File: config.mk
export PLATFORM = sky130hd
export DESIGN_NAME = nand_share_scheduler_flat
export DESIGN_NICKNAME = d
export VERILOG_FILES = /design/src/rtl/nand_share_scheduler_pkg.sv /design/src/rtl/nand_share_scheduler_if.sv /design/src/rtl/nand_share_scheduler_rr_picker.sv /design/src/rtl/nand_share_scheduler.sv /design/src/flat_wrapper.sv
export SDC_FILE = /design/constraint.sdc
export NUM_CORES = 1
export LEC_CHECK = 0
export ABC_CLOCK_PERIOD_IN_PS = 7300
export CAP_MARGIN = 20
export CORE_UTILIZATION = 50
export CTS_BUF_LIST = sky130_fd_sc_hd__clkbuf_4 sky130_fd_sc_hd__clkbuf_8
export DETAILED_ROUTE_END_ITERATION = 12
export GPL_ROUTABILITY_DRIVEN = 0
export PLACE_DENSITY_LB_ADDON = 0.25
export SYNTH_ARGS = -nofsm -noshare
export SYNTH_HDL_FRONTEND = slang
export SYNTH_HIERARCHICAL = 1
export SYNTH_SLANG_ARGS = --single-unit
File: constraint.sdc
create_clock -name clk -period 7.3 [get_ports clk]
set_input_delay 0.73 -clock clk [delete_from_list [all_inputs] [get_ports clk]]
set_output_delay 0.73 -clock clk [all_outputs]
set_load 0.02 [all_outputs]
File: src/rtl/nand_share_scheduler_pkg.sv
// Shared types and defaults for the NAND-gate sharing scheduler.
package nand_share_scheduler_pkg;

    localparam int DEF_NREQ   = 4;
    localparam int DEF_SETTLE = 2;
    localparam int DEF_WINDOW = 64;
    localparam int DEF_BUDGET = 16;
    localparam int DEF_CNT_W  = 16;

    // Pointer is sized for the largest supported requester count (8).
    localparam int PTR_W = 3;

    typedef enum logic [1:0] {
        S_IDLE     = 2'd0,
        S_SETTLE   = 2'd1,
        S_CAPTURE  = 2'd2,
        S_THROTTLE = 2'd3
    } state_t;

    // Index of the set bit in a one-hot vector (0 when empty).
    function automatic logic [PTR_W-1:0] onehot_to_idx(input logic [7:0] oh);
        logic [PTR_W-1:0] r;
        r = '0;
        for (int i = 0; i < 8; i++) begin
            if (oh[i]) r = PTR_W'(i);
        end
        return r;
    endfunction

endpackage

File: src/rtl/nand_share_scheduler_if.sv
// Requester handshake plus shared-gate drive/sense bundle.
interface nand_share_scheduler_if #(
    parameter int NREQ  = nand_share_scheduler_pkg::DEF_NREQ,
    parameter int CNT_W = nand_share_scheduler_pkg::DEF_CNT_W
);
    logic [NREQ-1:0]  req;
    logic [NREQ-1:0]  op_a;
    logic [NREQ-1:0]  op_b;
    logic [NREQ-1:0]  gnt;
    logic [NREQ-1:0]  done;
    logic             y_out;
    logic             gate_a;
    logic             gate_b;
    logic             gate_y;
    logic             throttled;
    logic [CNT_W-1:0] total_toggles;

    // Scheduler side
    modport slave (
        input  req, op_a, op_b, gate_y,
        output gnt, done, y_out, gate_a, gate_b, throttled, total_toggles
    );

    // Requesters and gate side
    modport master (
        output req, op_a, op_b, gate_y,
        input  gnt, done, y_out, gate_a, gate_b, throttled, total_toggles
    );
endinterface

File: src/rtl/nand_share_scheduler_rr_picker.sv
// Combinational round-robin pick: first asserted request at/after the pointer, wrapping.
module rr_picker
    import nand_share_scheduler_pkg::*;
#(
    parameter int NREQ = DEF_NREQ
) (
    input  logic [NREQ-1:0]  req_i,
    input  logic [PTR_W-1:0] ptr_i,
    output logic [NREQ-1:0]  win_o,
    output logic             valid_o
);
    localparam int IW = $clog2(NREQ);

    int          idx;
    logic [IW-1:0] sel;
    logic        found;

    // Scan NREQ positions starting at the pointer, keep the first hit.
    always_comb begin
        win_o = '0;
        found = 1'b0;
        idx   = 0;
        sel   = '0;
        for (int i = 0; i < NREQ; i++) begin
            idx = int'(ptr_i) + i;
            if (idx >= NREQ) idx = idx - NREQ;
            sel = IW'(idx);
            if (!found && req_i[sel]) begin
                win_o[sel] = 1'b1;
                found      = 1'b1;
            end
        end
        valid_o = found;
    end
endmodule

File: src/rtl/nand_share_scheduler.sv
// Round-robin scheduler sharing one 2-input NAND among NREQ requesters,
// with a per-window output-toggle budget that throttles grants.
//
//  state      | meaning
//  -----------+-------------------------------------------------------
//  S_IDLE     | arbitrate; latch winner operands onto the gate
//  S_SETTLE   | hold gate inputs SETTLE cycles (covers gate tpd)
//  S_CAPTURE  | sample gate_y, pulse done, count toggle, advance pointer
//  S_THROTTLE | toggle budget spent; no grants until window wraps
module nand_share_scheduler
    import nand_share_scheduler_pkg::*;
#(
    parameter int NREQ   = DEF_NREQ,
    parameter int SETTLE = DEF_SETTLE,
    parameter int WINDOW = DEF_WINDOW,
    parameter int BUDGET = DEF_BUDGET,
    parameter int CNT_W  = DEF_CNT_W
) (
    input  logic                  clk,
    input  logic                  rst_n,
    nand_share_scheduler_if.slave bus
);
    localparam int SW = (SETTLE > 1) ? $clog2(SETTLE) : 1;
    localparam int WW = $clog2(WINDOW);
    localparam int TW = $clog2(BUDGET + 1) + 1;

    state_t           state_q, state_d;
    logic [NREQ-1:0]  gnt_q, gnt_d;
    logic [NREQ-1:0]  done_q, done_d;
    logic             y_q, y_d;
    logic             ga_q, ga_d;
    logic             gb_q, gb_d;
    logic             thr_q, thr_d;
    logic [CNT_W-1:0] tot_q, tot_d;
    logic             last_y_q, last_y_d;
    logic [PTR_W-1:0] ptr_q, ptr_d;
    logic [SW-1:0]    settle_q, settle_d;
    logic [WW-1:0]    win_q, win_d;
    logic [TW-1:0]    tcnt_q, tcnt_d;

    logic [NREQ-1:0]  pick_win;
    logic             pick_valid;
    logic             wrap;
    logic [TW-1:0]    tcnt_base;
    logic [PTR_W-1:0] win_idx;

    rr_picker #(.NREQ(NREQ)) u_pick (
        .req_i   (bus.req),
        .ptr_i   (ptr_q),
        .win_o   (pick_win),
        .valid_o (pick_valid)
    );

    assign wrap    = (win_q == WW'(WINDOW - 1));
    assign win_idx = onehot_to_idx(8'(gnt_q));

    // Next-state logic: FSM, settle timer, free-running window, toggle counters.
    always_comb begin
        state_d   = state_q;
        gnt_d     = gnt_q;
        done_d    = '0;
        y_d       = y_q;
        ga_d      = ga_q;
        gb_d      = gb_q;
        thr_d     = thr_q;
        tot_d     = tot_q;
        last_y_d  = last_y_q;
        ptr_d     = ptr_q;
        settle_d  = settle_q;
        win_d     = wrap ? '0 : win_q + 1'b1;
        // Window clear happens before any toggle counted in the same cycle.
        tcnt_base = wrap ? '0 : tcnt_q;
        tcnt_d    = tcnt_base;

        case (state_q)
            S_IDLE: begin
                if (pick_valid && !thr_q) begin
                    gnt_d    = pick_win;
                    ga_d     = |(bus.op_a & pick_win);
                    gb_d     = |(bus.op_b & pick_win);
                    settle_d = SW'(SETTLE - 1);
                    state_d  = S_SETTLE;
                end
            end
            S_SETTLE: begin
                if (settle_q == '0) state_d = S_CAPTURE;
                else                settle_d = settle_q - 1'b1;
            end
            S_CAPTURE: begin
                y_d    = bus.gate_y;
                done_d = gnt_q;
                gnt_d  = '0;
                if (win_idx == PTR_W'(NREQ - 1)) ptr_d = '0;
                else                             ptr_d = win_idx + 1'b1;
                if (bus.gate_y != last_y_q) begin
                    tcnt_d   = tcnt_base + 1'b1;
                    last_y_d = bus.gate_y;
                    if (tot_q != {CNT_W{1'b1}}) tot_d = tot_q + 1'b1;
                end
                if (tcnt_d >= TW'(BUDGET)) begin
                    state_d = S_THROTTLE;
                    thr_d   = 1'b1;
                end else begin
                    state_d = S_IDLE;
                end
            end
            S_THROTTLE: begin
                if (wrap) begin
                    state_d = S_IDLE;
                    thr_d   = 1'b0;
                end
            end
            default: state_d = S_IDLE;
        endcase
    end

    // State and datapath registers; last_y resets to NAND(0,0)=1.
    always_ff @(posedge clk or negedge rst_n) begin
        if (!rst_n) begin
            state_q  <= S_IDLE;
            gnt_q    <= '0;
            done_q   <= '0;
            y_q      <= 1'b0;
            ga_q     <= 1'b0;
            gb_q     <= 1'b0;
            thr_q    <= 1'b0;
            tot_q    <= '0;
            last_y_q <= 1'b1;
            ptr_q    <= '0;
            settle_q <= '0;
            win_q    <= '0;
            tcnt_q   <= '0;
        end else begin
            state_q  <= state_d;
            gnt_q    <= gnt_d;
            done_q   <= done_d;
            y_q      <= y_d;
            ga_q     <= ga_d;
            gb_q     <= gb_d;
            thr_q    <= thr_d;
            tot_q    <= tot_d;
            last_y_q <= last_y_d;
            ptr_q    <= ptr_d;
            settle_q <= settle_d;
            win_q    <= win_d;
            tcnt_q   <= tcnt_d;
        end
    end

    assign bus.gnt           = gnt_q;
    assign bus.done          = done_q;
    assign bus.y_out         = y_q;
    assign bus.gate_a        = ga_q;
    assign bus.gate_b        = gb_q;
    assign bus.throttled     = thr_q;
    assign bus.total_toggles = tot_q;
endmodule
File: src/flat_wrapper.sv
// flat-port wrapper written by rule: the top's interface ports become plain ports
module nand_share_scheduler_flat import nand_share_scheduler_pkg::*;
#(
    parameter int NREQ   = DEF_NREQ,
    parameter int SETTLE = DEF_SETTLE,
    parameter int WINDOW = DEF_WINDOW,
    parameter int BUDGET = DEF_BUDGET,
    parameter int CNT_W  = DEF_CNT_W
)
  (clk, rst_n, bus_req, bus_op_a, bus_op_b, bus_gate_y, bus_gnt, bus_done, bus_y_out, bus_gate_a, bus_gate_b, bus_throttled, bus_total_toggles);
  nand_share_scheduler_if #(.NREQ(NREQ), .CNT_W(CNT_W)) bus_i ();
  input  logic clk;
  input  logic rst_n;
  input wire logic [$bits(bus_i.req)-1:0] bus_req;
  input wire logic [$bits(bus_i.op_a)-1:0] bus_op_a;
  input wire logic [$bits(bus_i.op_b)-1:0] bus_op_b;
  input wire logic [$bits(bus_i.gate_y)-1:0] bus_gate_y;
  output wire logic [$bits(bus_i.gnt)-1:0] bus_gnt;
  output wire logic [$bits(bus_i.done)-1:0] bus_done;
  output wire logic [$bits(bus_i.y_out)-1:0] bus_y_out;
  output wire logic [$bits(bus_i.gate_a)-1:0] bus_gate_a;
  output wire logic [$bits(bus_i.gate_b)-1:0] bus_gate_b;
  output wire logic [$bits(bus_i.throttled)-1:0] bus_throttled;
  output wire logic [$bits(bus_i.total_toggles)-1:0] bus_total_toggles;
  assign bus_i.req = bus_req;
  assign bus_i.op_a = bus_op_a;
  assign bus_i.op_b = bus_op_b;
  assign bus_i.gate_y = bus_gate_y;
  assign bus_gnt = bus_i.gnt;
  assign bus_done = bus_i.done;
  assign bus_y_out = bus_i.y_out;
  assign bus_gate_a = bus_i.gate_a;
  assign bus_gate_b = bus_i.gate_b;
  assign bus_throttled = bus_i.throttled;
  assign bus_total_toggles = bus_i.total_toggles;
  nand_share_scheduler #(.NREQ(NREQ), .SETTLE(SETTLE), .WINDOW(WINDOW), .BUDGET(BUDGET), .CNT_W(CNT_W)) u_core (.clk(clk), .rst_n(rst_n), .bus(bus_i));
endmodule
== After elaboration in Yosys (flattened, before gate mapping) ==
Index checks and enable logic that the tools add are counted.
Storage, ports and cells
  bits in registers: 47
  bits of input ports: 15
  output and inout bits: 28
  logic and storage cells: 130
Cells by class
  add/sub/neg operators: 12
  order comparisons: 13
  eq/ne operators: 11
  multiplexer cells: 51
  bitwise gates (word level): 5
  reductions and logical operators: 25
Operator list (number)
  2-to-1 mux 6 bit: 5
  2-to-1 mux 4 bit: 6
  2-to-1 mux 1 bit: 17
  adder 16 x 1 -> 16 bit, second input constant: 1
  2-to-1 mux 2 bit: 8
  inequality test 16 bit, second input constant: 1
  adder 6 x 1 -> 6 bit, second input constant: 2
  >= comparator 4 x 3 -> 1 bit, second input constant: 3
  < comparator 2 x 3 -> 1 bit, second input constant: 4
  OR 4 bit: 3
  2-to-1 mux 3 bit: 3
  AND reduction 3 bit: 3
  adder 3 x 2 -> 4 bit, second input constant: 2
  bitwise AND 4 bit: 2
  binary-select mux 1 bit (select 2 bit): 4
  demux 1 bit (select 2 bit): 4
  >= comparator 2 x 1 -> 1 bit, second input constant: 4
  logical AND 1 bit: 8
  one-hot mux 2 bit (4 select lines): 1
  one-hot mux 4 bit (2 select lines): 1
  AND reduction 2 bit: 4
  OR reduction 4 bit: 2
  subtractor 2 x 1 -> 2 bit, second input constant: 4
  equality test 6 bit, second input constant: 1
  15 further kinds: 24

== Longest topological paths before layout ==
Gate-level depths: netlist of run 1.
  depth in word-level cells: 17
  gate-level depth with buffers: 9
  gate-level depth less buffers: 9

== Cells and area by module ==
The synthesis of run 1 kept the hierarchy.
By module, submodules not included
  nand_share_scheduler: instances 1, cells each 210, area an instance 2217.1 µm², seq. area each 1152.4 µm²
  rr_picker: instances 1, cells each 62, area an instance 494.2 µm², seq. area each 0.0 µm²

== Worst setup path after synthesis of run 1 ==
Ideal clock, no wire load.
  kind: reg-to-reg
  from: register u_core.ptr_q[1]
  to: register u_core.ga_q (netlist: u_core/bus.gate_a)
  setup time: 144 ps
  arrival time: 2238 ps
  required time: 7156 ps
  path slack: 4918 ps
  stages on the path, launching flop included: 10
  path buffers: 1
  period minus slack after synthesis: 2382 ps
  path through: dfrtp_1 -> clkbuf_1 -> inv_1 -> ha_1 -> mux2_2 -> a31o_1 -> a221oi_2 -> o2bb2ai_1 -> a22oi_1 -> a31oi_1
On the way
  cells in the longest elaborated chain, start to end: 16
  elaborated cells on any way between the ends: 64
  classes of those cells: add/sub: 7; order compare: 12; mux: 28; bitwise: 4; reduce/logical: 13
Ends and longest elaborated chain
  from (decl): line nand_share_scheduler.sv:36  | logic [PTR_W-1:0] ptr_q, ptr_d;
  from (signal assigned): line nand_share_scheduler.sv:143  | ptr_q <= ptr_d;
  parallel branches: the longest is 13 deep, another holds adder 3 x 1 -> 4 bit
  2-to-1 mux 4 bit *: line nand_share_scheduler_rr_picker.sv:28  | if (!found && req_i[sel]) begin
  via u_core.pick_win[0]: line nand_share_scheduler.sv:41  | logic [NREQ-1:0] pick_win;
  bitwise AND 4 bit *: line nand_share_scheduler.sv:79  | ga_d = |(bus.op_a & pick_win);
  OR reduction 4 bit *: line nand_share_scheduler.sv:79
  to (signal assigned): line nand_share_scheduler.sv:138  | ga_q <= ga_d;
  to (decl): line nand_share_scheduler.sv:31  | logic ga_q, ga_d;
Mark *: on every way through the listed nets, which the timed path passes. The select of a mux whose other input is x is not followed.
A chain may end at the register's enable or synchronous reset.

== Worst setup path in the final report of run 1 ==
  from: register u_core.ptr_q[0]
  to: register u_core.ga_q (netlist: u_core/bus.gate_a)
Same word-level chain as after synthesis.

==> metrics.txt, run 1 <==
CP arrival=between 3000 and 4000 ps; status=finished clean; routed vias=between 2000 and 2500; commonest non-fill, non-tap cell in the layout=dfrtp_1; die footprint=5710 um^2; mean post-synth cell area=9.99 um^2; Startpoint Class=flop; WP data required=between 7000 and 8000 ps; RSZ-0062 raised after global routing=no; Power Density=~220 nW/um^2; GRT Total Usage=0.212; fill count=between 400 and 500; Worst-Margin Slew=between 600 and 700 ps; clock buffer depth=2; Wirelength per Cell=around 14 um; Syn-to-layout area delta=20.6%; CP bufs+invs=1; Die Wd=between 70 and 80 um; Root Driver=clkbuf_8; Post CTS Setup Buffer Count=0; clk slew on worst S/H paths=90 ps; number of port buffers=between 40 and 50; DR DRC count=0; Antenna Nets Post-Route=0; design area=approximately 3300 um^2; Inserted Clock Buffers=5; post_cts resized=0; Final TNS setup=0 ps; Die Ht=75.6 um; Final Max Slew Viols=0; relative slew slack=0.564; worst path cell trace=inv_1 -> ha_1 -> mux2i_1 -> mux2_2 -> a211oi_1 -> o2bb2ai_1 -> a22oi_1 -> a31oi_1; multi-input logic area=~1500 um^2; Max stage delay cell, worst path=dfrtp_1; critical path endpoint category=flop; area of the core=a little over 5000 um^2; ant diodes=0; pin count of the biggest net entering global routing=47; Final nets=around 330; Leak=about 1.4 nW; mapped cell area=approximately 2700 um^2; Initial Util=0.523; CTS tree=done; register area=~1200 um^2; Pre-Repair DR Iteration Count=4; HPWL reported at the end of detailed placement=~3.9 mm; critical path type=reg -> reg; critical path fanouts, max=22; Post-Route WL=about 5.5 mm; Max Fclk=~350 MHz; hold_buf cts=0; number of global-route vias before repair=approximately 2000; Worst-Skew Late Latency=roughly 300 ps; Hold Vio Cnt, Final=0; share of cells above drive strength 1=0.0806; Worst path max stage delay=approximately 770 ps; final period utilization=0.394; Final min period=around 2900 ps; yosys warns=6; synthesized net count=around 300; Starting DRT DRC Count=171; CP delay by family, top=flip-flops; Syn Inst Count=roughly 270; most frequent cells in the layout=45 x dfrtp_1, 41 x clkdlybuf4s50_1, 24 x nand2_1; # placed instances=371; max_cap viols=0; row count=26; Max VDD drop=about 0.15 mV; setup violators final=0; Post-Layout Cell Count=380; clock sinks=46; Core Util, Final=0.631; Clock Skews=8.06 ps; Hold Crit Class=in -> async; H-tree lvl count=2; placed instance area=3150 um^2; global-route wire length before repair=approximately 9.2 mm; Via density=approximately 5.7; remaining global-route overflow=0; initial antenna violation count=0; I/O Pins=43
[flip-flops by register name, indices dropped and copies added, names as in the netlist]
| signal | count |
|---|---|
| u_core/bus.done | 4 |
| u_core/bus.gate_a | 1 |
| u_core/bus.gate_b | 1 |
| u_core/bus.gnt | 4 |
| u_core/bus.throttled | 1 |
| u_core/bus.total_toggles | 16 |
| u_core/bus.y_out | 1 |
| u_core/last_y_q | 1 |
| u_core/ptr_q | 2 |
| u_core/settle_q | 1 |
| u_core/state_q | 2 |
| u_core/tcnt_q | 6 |
| u_core/win_q | 6 |
[final cells by class]
class	instances	area share
clock buffer	7	0.0276
clock inverter	1	0.00153
inverter	8	0.00920
multi-input combinational	205	0.449
sequential	46	0.353
tap	70	0.0268
timing repair buffer	43	0.133
[power breakdown]
| group | internal, W | switching, W |
|---|---|---|
| Clock | 0.0000802 | 0.0000852 |
| Combinational | 0.000107 | 0.000129 |
| Sequential | 0.000283 | 0.0000371 |
[final timing paths]
check / end / slack (ps) / depth (start not counted) / from
worst min register to register: u_core/last_y_q / 500 / 2 / u_core/last_y_q
worst min-delay path: u_core/bus.gate_a / 290 / 1 / rst_n
worst max-delay path: u_core/bus.gate_a / 4420 / 8 / u_core/ptr_q[0]
worst max register to register: u_core/bus.gate_a / 4420 / 8 / u_core/ptr_q[0]
max in group asynchronous: u_core/last_y_q / 6470 / 2 / rst_n
min in group clk: u_core/last_y_q / 500 / 2 / u_core/last_y_q
[stage by stage]
step / setup slack [ps] / total power [W] / hold WS [ps]
floorplan: 4920 / 0.000495 / 434
global placement: 4550 / 0.000549 / 476
detailed placement: 4470 / 0.000556 / 475
CTS: 4460 / 0.000722 / 498
global route: 4130 / 0.000767 / 295
finish: 4420 / 0.000722 / 287
[worst register-to-register path, delay by kind of cell (launching register included)]
family / cells / cell delay, ps
DFF: 1 / 770
AOI/OAI and AO/OA: 4 / 680
muxes: 2 / 670
adders and majority gates: 1 / 460
buffers and inverters: 1 / 220
[layer usage]
layer	GRT usage	part of all wire	up-vias
li1	-	-	1066
met1	0.305	0.49	1037
met2	0.317	0.45	62
met3	0.0476	0.049	11
met4	0.0741	0.015	0
met5	0	0	-
No activity file was read; power rests on OpenSTA's default activity.
==> run 2, diff against run 1 <==
Settings changed: ABC_CLOCK_PERIOD_IN_PS 7300 to 2600.
Clock period 7.3 ns to 2.6 ns, I/O delays scaled along.
==> metrics.txt, run 2 (synthesized netlist as in run 1, its figures left out) <==
status=finished clean; worst path cell trace=ha_1 -> and3_1 -> nand3_1 -> and2_1 -> ha_1 -> nand3_1 -> o41ai_2 -> a21oi_1; final period utilization=0.900 (+0.506); CP arrival=2500 ps (-600 ps); post_cts resized=0 (unchanged); routed vias=2197 (+0.97%); Pre-Repair DR Iteration Count=4 (unchanged); critical path fanouts, max=6 (-73%); critical path type=reg -> reg; Worst path max stage delay=460 ps (-310 ps); Antenna Nets Post-Route=0 (unchanged); WP data required=2750 ps (-4780 ps); relative slew slack=0.584 (+0.0202); row count=26 (unchanged); GRT Total Usage=0.211 (-0.00149); number of global-route vias before repair=2060 (+1.4%); H-tree lvl count=2 (unchanged); number of port buffers=42 (unchanged); Final TNS setup=0 ps (unchanged); Leak=1.37 nW (+1.2%); remaining global-route overflow=0 (unchanged); Final min period=2340 ps (-535 ps); Tot Pwr=0.00201 W (+180%); critical path endpoint category=flop; clock buffer depth=2 (unchanged); initial antenna violation count=0 (unchanged); design area=3290 um^2 (+0.88%); Inserted Clock Buffers=5 (unchanged); Worst-Margin Slew=621 ps (-33.4 ps); setup violators final=0 (unchanged); Wirelength per Cell=14.7 um (+2.1%); Max stage delay cell, worst path=o41ai_2; Final nets=339 (+1.5%); Final Max Slew Viols=0 (unchanged); area of the core=5170 um^2 (unchanged); Starting DRT DRC Count=142 (-17%); most frequent cells in the layout=45 x dfrtp_1, 41 x clkdlybuf4s50_1, 24 x nand2_1; Power Density=610 nW/um^2 (+180%); ant diodes=0 (unchanged); Max Fclk=427 MHz (+23%); Die Wd=75.6 um (unchanged); placed instance area=3180 um^2 (+0.95%); die footprint=5710 um^2 (unchanged); CP delay by family, top=simple AND/OR/NAND/NOR gates; Via density=5.72 (about the same); Die Ht=75.6 um (unchanged); Clock Skews=7.61 ps (-0.450 ps); global-route wire length before repair=9.20 mm (+0.29%); I/O Pins=43 (unchanged); CTS tree=done; Worst-Skew Late Latency=300 ps (about the same); Hold Crit Class=in -> async; RSZ-0062 raised after global routing=no; Syn-to-layout area delta=21.7%; share of cells above drive strength 1=0.0892 (+0.00853); pin count of the biggest net entering global routing=47 (unchanged); HPWL reported at the end of detailed placement=3.96 mm (+2.6%); Hold Vio Cnt, Final=0 (unchanged); Initial Util=0.523 (unchanged); clk slew on worst S/H paths=80 ps (about the same); Startpoint Class=flop; DR DRC count=0 (unchanged); CP bufs+invs=0 (-1); Largest register FFs=16 (unchanged); commonest non-fill, non-tap cell in the layout=dfrtp_1; Post-Route WL=5.64 mm (+3.1%); max_cap viols=0 (unchanged); clock sinks=46 (unchanged); Root Driver=clkbuf_8; Max VDD drop=0.544 mV (+250%)
## run 2: final timing paths
kind                            startpoint                end  slack (ps)  cells past startpoint
max                        u_core/win_q[0]  u_core/state_q[0]         260                      8
min                                  rst_n  u_core/bus.gate_a         350                      2
max reg2reg                u_core/win_q[0]  u_core/state_q[0]         260                      8
min reg2reg                u_core/win_q[0]    u_core/win_q[0]         490                      1
max in group asynchronous            rst_n    u_core/last_y_q        1710                      3
min in group clk           u_core/win_q[0]    u_core/win_q[0]         490                      1
## run 2: routing by layer
layer / track usage / part of all wire / routed length (um)
met5: 0 / 0 / 0
met2: 0.331 / 0.47 / 2640
met3: 0.0410 / 0.047 / 263
met1: 0.297 / 0.48 / 2720
met4: 0.0617 / 0.0025 / 14
## run 2: layout make-up
class / count / area [um^2]
Clock buffer: 7 / 83.8
Fill cell: 425 / 1880
Inverter: 8 / 30.0
Multi-Input combinational cell: 205 / 1470
Sequential cell: 46 / 1150
Tap cell: 70 / 87.6
Timing Repair Buffer: 48 / 475
## run 2: where the power goes
part           total [W]  switching, W  internal, W  leakage, nW
Sequential      0.000859     0.0000622     0.000797        0.575
Clock           0.000431      0.000225     0.000206       0.0452
Combinational   0.000718      0.000407     0.000311        0.750
Total            0.00201      0.000694      0.00131         1.37
## run 2: metrics by stage
step                      cells  setup WS (ps)  hold WS, ps   util
after detailed placement    375            288          472  0.615
after floorplan             271            218        -35.6      -
final                       384            260          350  0.637
after global placement      375            334          476  0.615
after global routing        384            151          383  0.637
after CTS                   382            278          168  0.631
## run 2: repair_timing
action	in CTS	in global routing
hold buffers	0	1
setup buffers	0	0
endpoints found under the setup margin	0	0
hold endpoints to repair	0	9
==> run 3, diff against run 2 <==
Settings changed: CAP_MARGIN 20 to 10.
==> metrics.txt, run 3 (synthesized netlist as in run 1, its figures left out) <==
Largest register FFs=16 (unchanged); Wirelength per Cell=14.7 um (about the same); HPWL reported at the end of detailed placement=3.96 mm (unchanged); Syn-to-layout area delta=20.6%; DR DRC count=0 (unchanged); critical path type=reg -> reg; Hold Crit Class=in -> async; CP bufs+invs=0 (unchanged); Leak=1.36 nW (-0.99%); Pre-Repair DR Iteration Count=4 (unchanged); Final Max Slew Viols=0 (unchanged); Power Density=612 nW/um^2 (+0.37%); CP delay by family, top=simple AND/OR/NAND/NOR gates; row count=26 (unchanged); status=finished clean; Clock Skews=5.53 ps (-2.08 ps); Final TNS setup=0 ps (unchanged); design area=3260 um^2 (-0.91%); Antenna Nets Post-Route=0 (unchanged); Worst-Margin Slew=1000 ps (+384 ps); routed vias=2207 (+0.46%); Root Driver=clkbuf_8; number of port buffers=42 (unchanged); CP arrival=2480 ps (-20 ps); die footprint=5710 um^2 (unchanged); Worst path max stage delay=440 ps (-20 ps); Inserted Clock Buffers=5 (unchanged); critical path endpoint category=flop; pin count of the biggest net entering global routing=47 (unchanged); clock sinks=46 (unchanged); Initial Util=0.523 (unchanged); Startpoint Class=flop; setup violators final=0 (unchanged); worst path cell trace=ha_1 -> and3_1 -> nand3_1 -> and2_1 -> ha_1 -> nand3_1 -> o41ai_2 -> a21oi_1; clock buffer depth=2 (unchanged); Hold Vio Cnt, Final=0 (unchanged); Final nets=337 (-0.59%); share of cells above drive strength 1=0.0865 (-0.00263); area of the core=5170 um^2 (unchanged); ant diodes=0 (unchanged); fill count=428 (+0.71%); Post CTS Setup Buffer Count=0 (unchanged); H-tree lvl count=2 (unchanged); clk slew on worst S/H paths=80 ps (about the same); RSZ-0062 raised after global routing=no; Post-Route WL=5.62 mm (-0.51%); post_cts resized=0 (unchanged); I/O Pins=43 (unchanged); remaining global-route overflow=0 (unchanged); Die Ht=75.6 um (unchanged); Max VDD drop=0.545 mV (+0.22%); global-route wire length before repair=9.20 mm (unchanged); Die Wd=75.6 um (unchanged); GRT Total Usage=0.211 (unchanged); number of global-route vias before repair=2060 (unchanged); most frequent cells in the layout=45 x dfrtp_1, 41 x clkdlybuf4s50_1, 24 x nand2_1; placed instance area=3180 um^2 (unchanged); CTS tree=done; Via density=5.78 (+0.98%); Final min period=2320 ps (-16.2 ps); Max stage delay cell, worst path=o41ai_2; Starting DRT DRC Count=168 (+18%); final period utilization=0.894 (-0.00625); Worst-Skew Late Latency=290 ps (about the same); initial antenna violation count=0 (unchanged); relative slew slack=0.330 (-0.254); max_cap viols=0 (unchanged); critical path fanouts, max=6 (unchanged); Max Fclk=430 MHz (+0.70%); WP data required=2750 ps (about the same); commonest non-fill, non-tap cell in the layout=dfrtp_1; hold_buf cts=0 (unchanged)
## run 3: metrics by stage
step           utilization  power, W  hold WS (ps)  std cells  setup WS (ps)
2_1_floorplan            -   0.00139         -35.6        271            218
3_3_place_gp         0.615   0.00155           476        375            334
3_5_place_dp         0.615   0.00157           472        375            288
4_1_cts              0.631   0.00201           168        382            278
5_1_grt              0.631   0.00212           215        382            151
6_report             0.631   0.00200           132        382            276
## run 3: worst paths after layout
kind	endpoint	start	slack (ps)	depth (start not counted)
max reg2reg	u_core/state_q[1]	u_core/win_q[0]	280	8
max	u_core/state_q[1]	u_core/win_q[0]	280	8
min	u_core/bus.gate_a	rst_n	130	1
min reg2reg	u_core/win_q[0]	u_core/win_q[0]	490	1
max in group asynchronous	u_core/tcnt_q[5]	rst_n	1850	1
min in group clk	u_core/win_q[0]	u_core/win_q[0]	490	1
## run 3: worst register-to-register path: stages (launching register included)
cell     delay (ps)
dfrtp_1         410
ha_1            230
and3_1          210
nand3_1         220
and2_1          220
ha_1            180
nand3_1         140
o41ai_2         440
a21oi_1         120
## run 3: area by class of cell
cell class | count | area [um^2] | share of cell area
well taps | 70 | 87.6 | 0.0268
inverters | 8 | 30.0 | 0.00920
clock buffers | 7 | 83.8 | 0.0257
repair buffers | 46 | 445 | 0.136
multi-input cells | 205 | 1470 | 0.449
flip-flops and latches | 46 | 1150 | 0.353
## run 3: per-layer routing
layer | GRT usage | wire [um] | vias to the layer above
met4 | 0.0617 | 14 | 0
met2 | 0.331 | 2620 | 53
li1 | - | - | 1068
met5 | 0 | 0 | -
met3 | 0.0410 | 248 | 2
met1 | 0.297 | 2730 | 1084
## run 3: power by group
| group | internal, W | switching (W) |
|---|---|---|
| registers | 0.000797 | 0.0000617 |
| clock network | 0.000206 | 0.000220 |
| logic | 0.000307 | 0.000406 |
| total | 0.00131 | 0.000688 |
